===== config.mk =====
export PLATFORM = sky130hd
export DESIGN_NAME = control_unit
export DESIGN_NICKNAME = d
export VERILOG_FILES = /design/src/rtl/control_unit.sv
export SDC_FILE = /design/constraint.sdc
export NUM_CORES = 1
export LEC_CHECK = 0
export ABC_AREA = 1
export BUFFER_PORTS_ARGS = -buffer_cell sky130_fd_sc_hd__buf_2
export CORE_MARGIN = 3
export CORE_UTILIZATION = 25
export DETAILED_ROUTE_END_ITERATION = 6
export MAX_ROUTING_LAYER = met4
export REMOVE_ABC_BUFFERS = 1
export SLEW_MARGIN = 20
export SYNTH_ARGS = -nofsm -noshare
export SYNTH_HDL_FRONTEND = slang
export SYNTH_SLANG_ARGS = --single-unit
export TNS_END_PERCENT = 50

===== constraint.sdc =====
create_clock -name clk -period 1.2 [get_ports clk]
set_input_delay 0.18 -clock clk [delete_from_list [all_inputs] [get_ports clk]]
set_output_delay 0.18 -clock clk [all_outputs]
set_load 0.05 [all_outputs]

===== src/rtl/control_unit.sv =====
// ID-stage decode/control for the 5-stage RV32I pipeline: maps the decoded opcode to the
// datapath control bundle, with a sticky illegal-opcode flag and an optional output register.

package opcodes_pkg;
    typedef enum logic [5:0] {
        OP_NOP = 6'd0,
        OP_ADD, OP_SUB, OP_AND, OP_OR, OP_XOR, OP_SLL, OP_SRL, OP_SRA, OP_SLT, OP_SLTU,
        OP_ADDI, OP_ANDI, OP_ORI, OP_XORI, OP_SLLI, OP_SRLI, OP_SRAI, OP_SLTI, OP_SLTIU,
        OP_LB, OP_LH, OP_LW, OP_LBU, OP_LHU,
        OP_SB, OP_SH, OP_SW,
        OP_BEQ, OP_BNE, OP_BLT, OP_BGE, OP_BLTU, OP_BGEU,
        OP_JAL, OP_JALR, OP_LUI, OP_AUIPC,
        OP_FENCE, OP_ECALL, OP_EBREAK
    } opcode_out_t;
endpackage

package control_types_pkg;
    typedef enum logic [2:0] {
        BR_NOP, BR_EQ, BR_NE, BR_LT, BR_GE, BR_LTU, BR_GEU
    } comp_op_t;

    typedef enum logic [1:0] {
        WRSRC_ALURES, WRSRC_MEMREAD, WRSRC_PC4
    } reg_wr_src_t;

    typedef enum logic {SRC1_REG1, SRC1_PC} alu_src1_t;
    typedef enum logic {SRC2_REG2, SRC2_IMM} alu_src2_t;

    typedef enum logic [3:0] {
        ALU_NOP, ALU_ADD, ALU_SUB, ALU_AND, ALU_OR, ALU_XOR,
        ALU_SLL, ALU_SRL, ALU_SRA, ALU_SLT, ALU_SLTU, ALU_LUI
    } alu_op_t;

    typedef enum logic [3:0] {
        MEM_NOP, MEM_LB, MEM_LH, MEM_LW, MEM_LBU, MEM_LHU, MEM_SB, MEM_SH, MEM_SW
    } mem_op_t;

    typedef struct packed {
        logic        reg_wr;
        logic        mem_wr;
        logic        mem_rd;
        logic        branch;
        logic        jump;
        comp_op_t    comp;
        reg_wr_src_t wr_src;
        alu_src1_t   src1;
        alu_src2_t   src2;
        alu_op_t     alu;
        mem_op_t     mem;
    } ctrl_bundle_t;

    localparam ctrl_bundle_t CTRL_DEFAULT = '{
        reg_wr: 1'b0, mem_wr: 1'b0, mem_rd: 1'b0, branch: 1'b0, jump: 1'b0,
        comp: BR_NOP, wr_src: WRSRC_ALURES, src1: SRC1_REG1, src2: SRC2_REG2,
        alu: ALU_NOP, mem: MEM_NOP
    };
endpackage

module control_unit
    import opcodes_pkg::*;
    import control_types_pkg::*;
#(
    parameter bit REGISTERED_OUT = 1'b0
) (
    input  logic        clk,
    input  logic        rst_n,
    input  opcode_out_t opcode_in,
    output logic        reg_do_write_ctrl,
    output logic        mem_do_write_ctrl,
    output logic        mem_do_read_ctrl,
    output logic        do_branch,
    output logic        do_jump,
    output comp_op_t    comp_ctrl,
    output reg_wr_src_t reg_wr_src_ctrl,
    output alu_src1_t   alu_src1_ctrl,
    output alu_src2_t   alu_src2_ctrl,
    output alu_op_t     alu_ctrl,
    output mem_op_t     mem_ctrl,
    output logic        illegal_op
);

    ctrl_bundle_t w_ctrl;
    ctrl_bundle_t w_out;
    logic         w_illegal;
    logic         r_illegal;

    function automatic ctrl_bundle_t f_alu(input alu_op_t op, input alu_src2_t src2);
        ctrl_bundle_t b;
        b        = CTRL_DEFAULT;
        b.reg_wr = 1'b1;
        b.src2   = src2;
        b.alu    = op;
        return b;
    endfunction

    function automatic ctrl_bundle_t f_load(input mem_op_t op);
        ctrl_bundle_t b;
        b        = f_alu(ALU_ADD, SRC2_IMM);
        b.mem_rd = 1'b1;
        b.wr_src = WRSRC_MEMREAD;
        b.mem    = op;
        return b;
    endfunction

    function automatic ctrl_bundle_t f_store(input mem_op_t op);
        ctrl_bundle_t b;
        b        = f_alu(ALU_ADD, SRC2_IMM);
        b.reg_wr = 1'b0;
        b.mem_wr = 1'b1;
        b.mem    = op;
        return b;
    endfunction

    // Branch target is computed in the ALU as PC + imm; the compare happens in EX.
    function automatic ctrl_bundle_t f_branch(input comp_op_t op);
        ctrl_bundle_t b;
        b        = CTRL_DEFAULT;
        b.branch = 1'b1;
        b.comp   = op;
        b.src1   = SRC1_PC;
        b.src2   = SRC2_IMM;
        b.alu    = ALU_ADD;
        return b;
    endfunction

    function automatic ctrl_bundle_t f_jump(input alu_src1_t src1);
        ctrl_bundle_t b;
        b        = f_alu(ALU_ADD, SRC2_IMM);
        b.jump   = 1'b1;
        b.wr_src = WRSRC_PC4;
        b.src1   = src1;
        return b;
    endfunction

    always_comb begin
        w_ctrl    = CTRL_DEFAULT;
        w_illegal = 1'b0;
        case (opcode_in)
            OP_NOP:   w_ctrl = CTRL_DEFAULT;
            OP_ADD:   w_ctrl = f_alu(ALU_ADD,  SRC2_REG2);
            OP_SUB:   w_ctrl = f_alu(ALU_SUB,  SRC2_REG2);
            OP_AND:   w_ctrl = f_alu(ALU_AND,  SRC2_REG2);
            OP_OR:    w_ctrl = f_alu(ALU_OR,   SRC2_REG2);
            OP_XOR:   w_ctrl = f_alu(ALU_XOR,  SRC2_REG2);
            OP_SLL:   w_ctrl = f_alu(ALU_SLL,  SRC2_REG2);
            OP_SRL:   w_ctrl = f_alu(ALU_SRL,  SRC2_REG2);
            OP_SRA:   w_ctrl = f_alu(ALU_SRA,  SRC2_REG2);
            OP_SLT:   w_ctrl = f_alu(ALU_SLT,  SRC2_REG2);
            OP_SLTU:  w_ctrl = f_alu(ALU_SLTU, SRC2_REG2);
            OP_ADDI:  w_ctrl = f_alu(ALU_ADD,  SRC2_IMM);
            OP_ANDI:  w_ctrl = f_alu(ALU_AND,  SRC2_IMM);
            OP_ORI:   w_ctrl = f_alu(ALU_OR,   SRC2_IMM);
            OP_XORI:  w_ctrl = f_alu(ALU_XOR,  SRC2_IMM);
            OP_SLLI:  w_ctrl = f_alu(ALU_SLL,  SRC2_IMM);
            OP_SRLI:  w_ctrl = f_alu(ALU_SRL,  SRC2_IMM);
            OP_SRAI:  w_ctrl = f_alu(ALU_SRA,  SRC2_IMM);
            OP_SLTI:  w_ctrl = f_alu(ALU_SLT,  SRC2_IMM);
            OP_SLTIU: w_ctrl = f_alu(ALU_SLTU, SRC2_IMM);
            OP_LB:    w_ctrl = f_load(MEM_LB);
            OP_LH:    w_ctrl = f_load(MEM_LH);
            OP_LW:    w_ctrl = f_load(MEM_LW);
            OP_LBU:   w_ctrl = f_load(MEM_LBU);
            OP_LHU:   w_ctrl = f_load(MEM_LHU);
            OP_SB:    w_ctrl = f_store(MEM_SB);
            OP_SH:    w_ctrl = f_store(MEM_SH);
            OP_SW:    w_ctrl = f_store(MEM_SW);
            OP_BEQ:   w_ctrl = f_branch(BR_EQ);
            OP_BNE:   w_ctrl = f_branch(BR_NE);
            OP_BLT:   w_ctrl = f_branch(BR_LT);
            OP_BGE:   w_ctrl = f_branch(BR_GE);
            OP_BLTU:  w_ctrl = f_branch(BR_LTU);
            OP_BGEU:  w_ctrl = f_branch(BR_GEU);
            OP_JAL:   w_ctrl = f_jump(SRC1_PC);
            OP_JALR:  w_ctrl = f_jump(SRC1_REG1);
            // src1 is unused by ALU_LUI; REG1 keeps the forwarding mux quiet.
            OP_LUI:   w_ctrl = f_alu(ALU_LUI, SRC2_IMM);
            OP_AUIPC: begin
                w_ctrl      = f_alu(ALU_ADD, SRC2_IMM);
                w_ctrl.src1 = SRC1_PC;
            end
            default:  w_illegal = 1'b1;
        endcase
    end

    generate
        if (REGISTERED_OUT) begin : g_reg
            ctrl_bundle_t r_ctrl;

            always_ff @(posedge clk) begin
                if (!rst_n) begin
                    r_ctrl <= CTRL_DEFAULT;
                end else begin
                    r_ctrl <= w_ctrl;
                end
            end

            assign w_out = r_ctrl;
        end else begin : g_comb
            assign w_out = w_ctrl;
        end
    endgenerate

    always_ff @(posedge clk) begin
        if (!rst_n) begin
            r_illegal <= 1'b0;
        end else if (w_illegal) begin
            r_illegal <= 1'b1;
        end
    end

    assign reg_do_write_ctrl = w_out.reg_wr;
    assign mem_do_write_ctrl = w_out.mem_wr;
    assign mem_do_read_ctrl  = w_out.mem_rd;
    assign do_branch         = w_out.branch;
    assign do_jump           = w_out.jump;
    assign comp_ctrl         = w_out.comp;
    assign reg_wr_src_ctrl   = w_out.wr_src;
    assign alu_src1_ctrl     = w_out.src1;
    assign alu_src2_ctrl     = w_out.src2;
    assign alu_ctrl          = w_out.alu;
    assign mem_ctrl          = w_out.mem;
    assign illegal_op        = r_illegal;

endmodule


==> qor.yml <==
timing:
  final_period_minus_worst_setup_slack_ps: 1450
  finalClockSkew_ps: 0
  setup-tns-final_ps: -3110
  final_count_of_negative_setup_slack_endpoints: 20
  finalHoldViolations: 0
  final.setup.worst_slack_ps: -250
  grt_setup_unrepaired: "true"
  worst_slew_margin_rel_pct: 82.3
  max_clock_freq_ghz: 0.690
  worst_slew_pin_slew_ps: 265
  post-route-period-util_pct: 121
  slew_violations: 0
yosys:
  flip_flop_and_latch_count_after_synthesis: 1
  netlist_top_cells_area: "nand2_1 24%, nand3_1 16%, nor2_1 12%"
  synthesized_area_um2: 581
  synth.avg_cell_area_um2: 4.72
  syn_inst: 123
  yosysTopAreaCell: "nand2_1"
  synth.top_cell.area_share_pct: 23.9
  synth_cell_type_count: 21
  sequential_fraction_of_the_synthesis_area_pct: 3.45
  synth-warning-count: 0
power_and_ir_drop:
  power.clock.fraction_pct: 0
  combPwrFrac_pct: 94.2
  seq_power_share_pct: 5.8
  p_switching_w: 0.000409
  ir_drop_v: 0.000428
  cell_internal_pwr_w: 0.000310
  switching_share_pct: 56.9
  pwr_density_cell_nw_per_um2: 419
  leakagePower_nw: 0.915
floorplanning:
  number_of_rows_created_at_floorplan: 16
  boundaryPins: 29
  initial_utilization_pct: 27.9
  die-width_um: 54.2
  die_height_um: 54.2
  design.die.area_um2: 2940
  core-area_um2: 2080
setup_path:
  reg2reg_setup_slack_ps: 550
  crit_family: "buffers and inverters"
  cells_along_the_critical_path: "buf_12 > nor2_4 > buf_6 > inv_4 > nor3_2 > inv_1 > nand3_2 > a211oi_2 > nand3_1 > buf_6"
  cp_slowest_cell: "buf_6"
  critPathMostFrequentCell: "buf_6"
  worstPathArrival_ps: 1270
  required_ps: 1020
  timing.critical_path.from_type: "input pin"
  timing.critical_path.slowest_cell_delay_ps: 170
  critical_path_buffers_and_inverters: 5
  timing.setup.critical_path_class: "in2out"
  critical_path.max_fanout: 6
  critical_path.endpoint_type: "output port"
min_path:
  min_path_type: "in2reg"
cells_and_area:
  largest_register_ffs: 1
  finish.net_count: 213
  synth_to_final_area_change_pct: 196
  most_used_cells_in_the_layout_excluding_fill_and_tap_cells: "48 x buf_4, 24 x nand2_1, 21 x buf_6"
  layout.core_utilization_pct: 82.5
  drive_gt1_share_pct: 74.9
  num-fill-cells: 102
  insertedDiodeCount: 0
  layout.cells.most_common: "buf_4"
routing:
  drtIter0Drc: 80
  drt-pass1-iter-count: 4
  vias: 1267
  postRouteAntennaNets: 0
  drt-total-wl_um: 4200
  drt-vias-per-instance: 5.51
  remaining_drc_errors: 0
  wl_per_cell_um: 18.3
placed_design:
  post-dp-hpwl_um: 2000
  routabilityCongestion: 0.957
  port_buffers: 28
status:
  failed_checks: "setup timing"
  run_status: "finished, violations left"
flow_run:
  max-cap-violations: 0
clock_network:
  post_cts_clock_slew_at_the_launch_and_capture_registers_of_the_worst_setup_and_hold_paths_ps: 0
  worstSkewPairLatency_ps: 0
  cts_stage_hold_buffer_count: 0
grt:
  wire_length_of_the_first_global_routing_pass_um: 4950
  via_count_of_the_first_global_routing_pass: 1072
  overflow: 0
  grt_start_max_net_pins: 8
  number_of_antenna_violations_at_the_first_check_in_global_routing: 0
  grt.total_usage_pct: 23.2
[what timing repair did]
action	4_1_cts	5_1_grt
resized for setup	112	49
endpoints found under the setup margin	21	21
pin swaps	20	18
setup buffers	12	8
gates cloned	1	0
[path summary, 6_finish.rpt]
check                           cells after the start          end    startpoint
worst max-delay path                               10  alu_ctrl[1]  opcode_in[5]
worst min-delay path                                3   illegal_op         rst_n
worst max register to register                      2   illegal_op    illegal_op
worst min register to register                      2   illegal_op    illegal_op
[cells by family (layout without fill, tap and decap cells)]
group,after synthesis,after routing,share of synthesized area [%]
buf+inv,23,103,16.4
flops,1,1,3.45
simple gates,94,94,75.4
compound gates,5,5,4.74
[worst register-to-register path, stage by stage (launching register included)]
cell and delay, ps:
dfxtp_1 340, inv_1 70, a21oi_1 160
[routing by layer]
metal  up-vias  global-route usage [%]  share of wire [%]
li1        559                       -                  -
met1       581                    26.2                 35
met2       103                    44.4                 51
met3        24                    1.11                9.6
met4         0                    4.15                4.3
met5         -                       -                  0
[metrics by stage]
step           hold slack (ps)  cells  instance area [um2]  worst slack, ps  power, W
6_report                   409    230                 1720             -250  0.000719
5_1_grt                    420    230                 1720             -347  0.000744
4_1_cts                    398    223                 1450             -240  0.000607
3_5_place_dp               398    210                  997             -387  0.000448
3_3_place_gp               396    210                  997             -415  0.000449
2_1_floorplan              289    120                  561            -1480  0.000301
[synth_stat cells, drive strengths merged]
library cell and instances:
nand4 3, o21ai 3, a21oi 1, nand3 21, a211oi 1, nor2 21
nand2 39, nor3b 2, nor3 7, inv 20, nor4 1, buf 3
dfxtp 1
[power groups by stage]
stage | Clock (W) | Combinational [W] | Sequential (W)
6_report | 0 | 0.000677 | 0.0000416
5_1_grt | 0 | 0.000702 | 0.0000417
4_1_cts | 0 | 0.000567 | 0.0000396
3_5_place_dp | 0 | 0.000408 | 0.0000396
3_3_place_gp | 0 | 0.000409 | 0.0000395
2_1_floorplan | 0 | 0.000247 | 0.0000543
[layout make-up]
type | instances | area [um2] | share of cell area [%]
inverters | 20 | 97.6 | 5.68
flip-flops and latches | 1 | 20.0 | 1.17
well taps | 27 | 33.8 | 1.97
repair buffers | 83 | 797 | 46.4
multi-input cells | 99 | 769 | 44.8
Note: power is estimated with default switching activity, not from simulation.
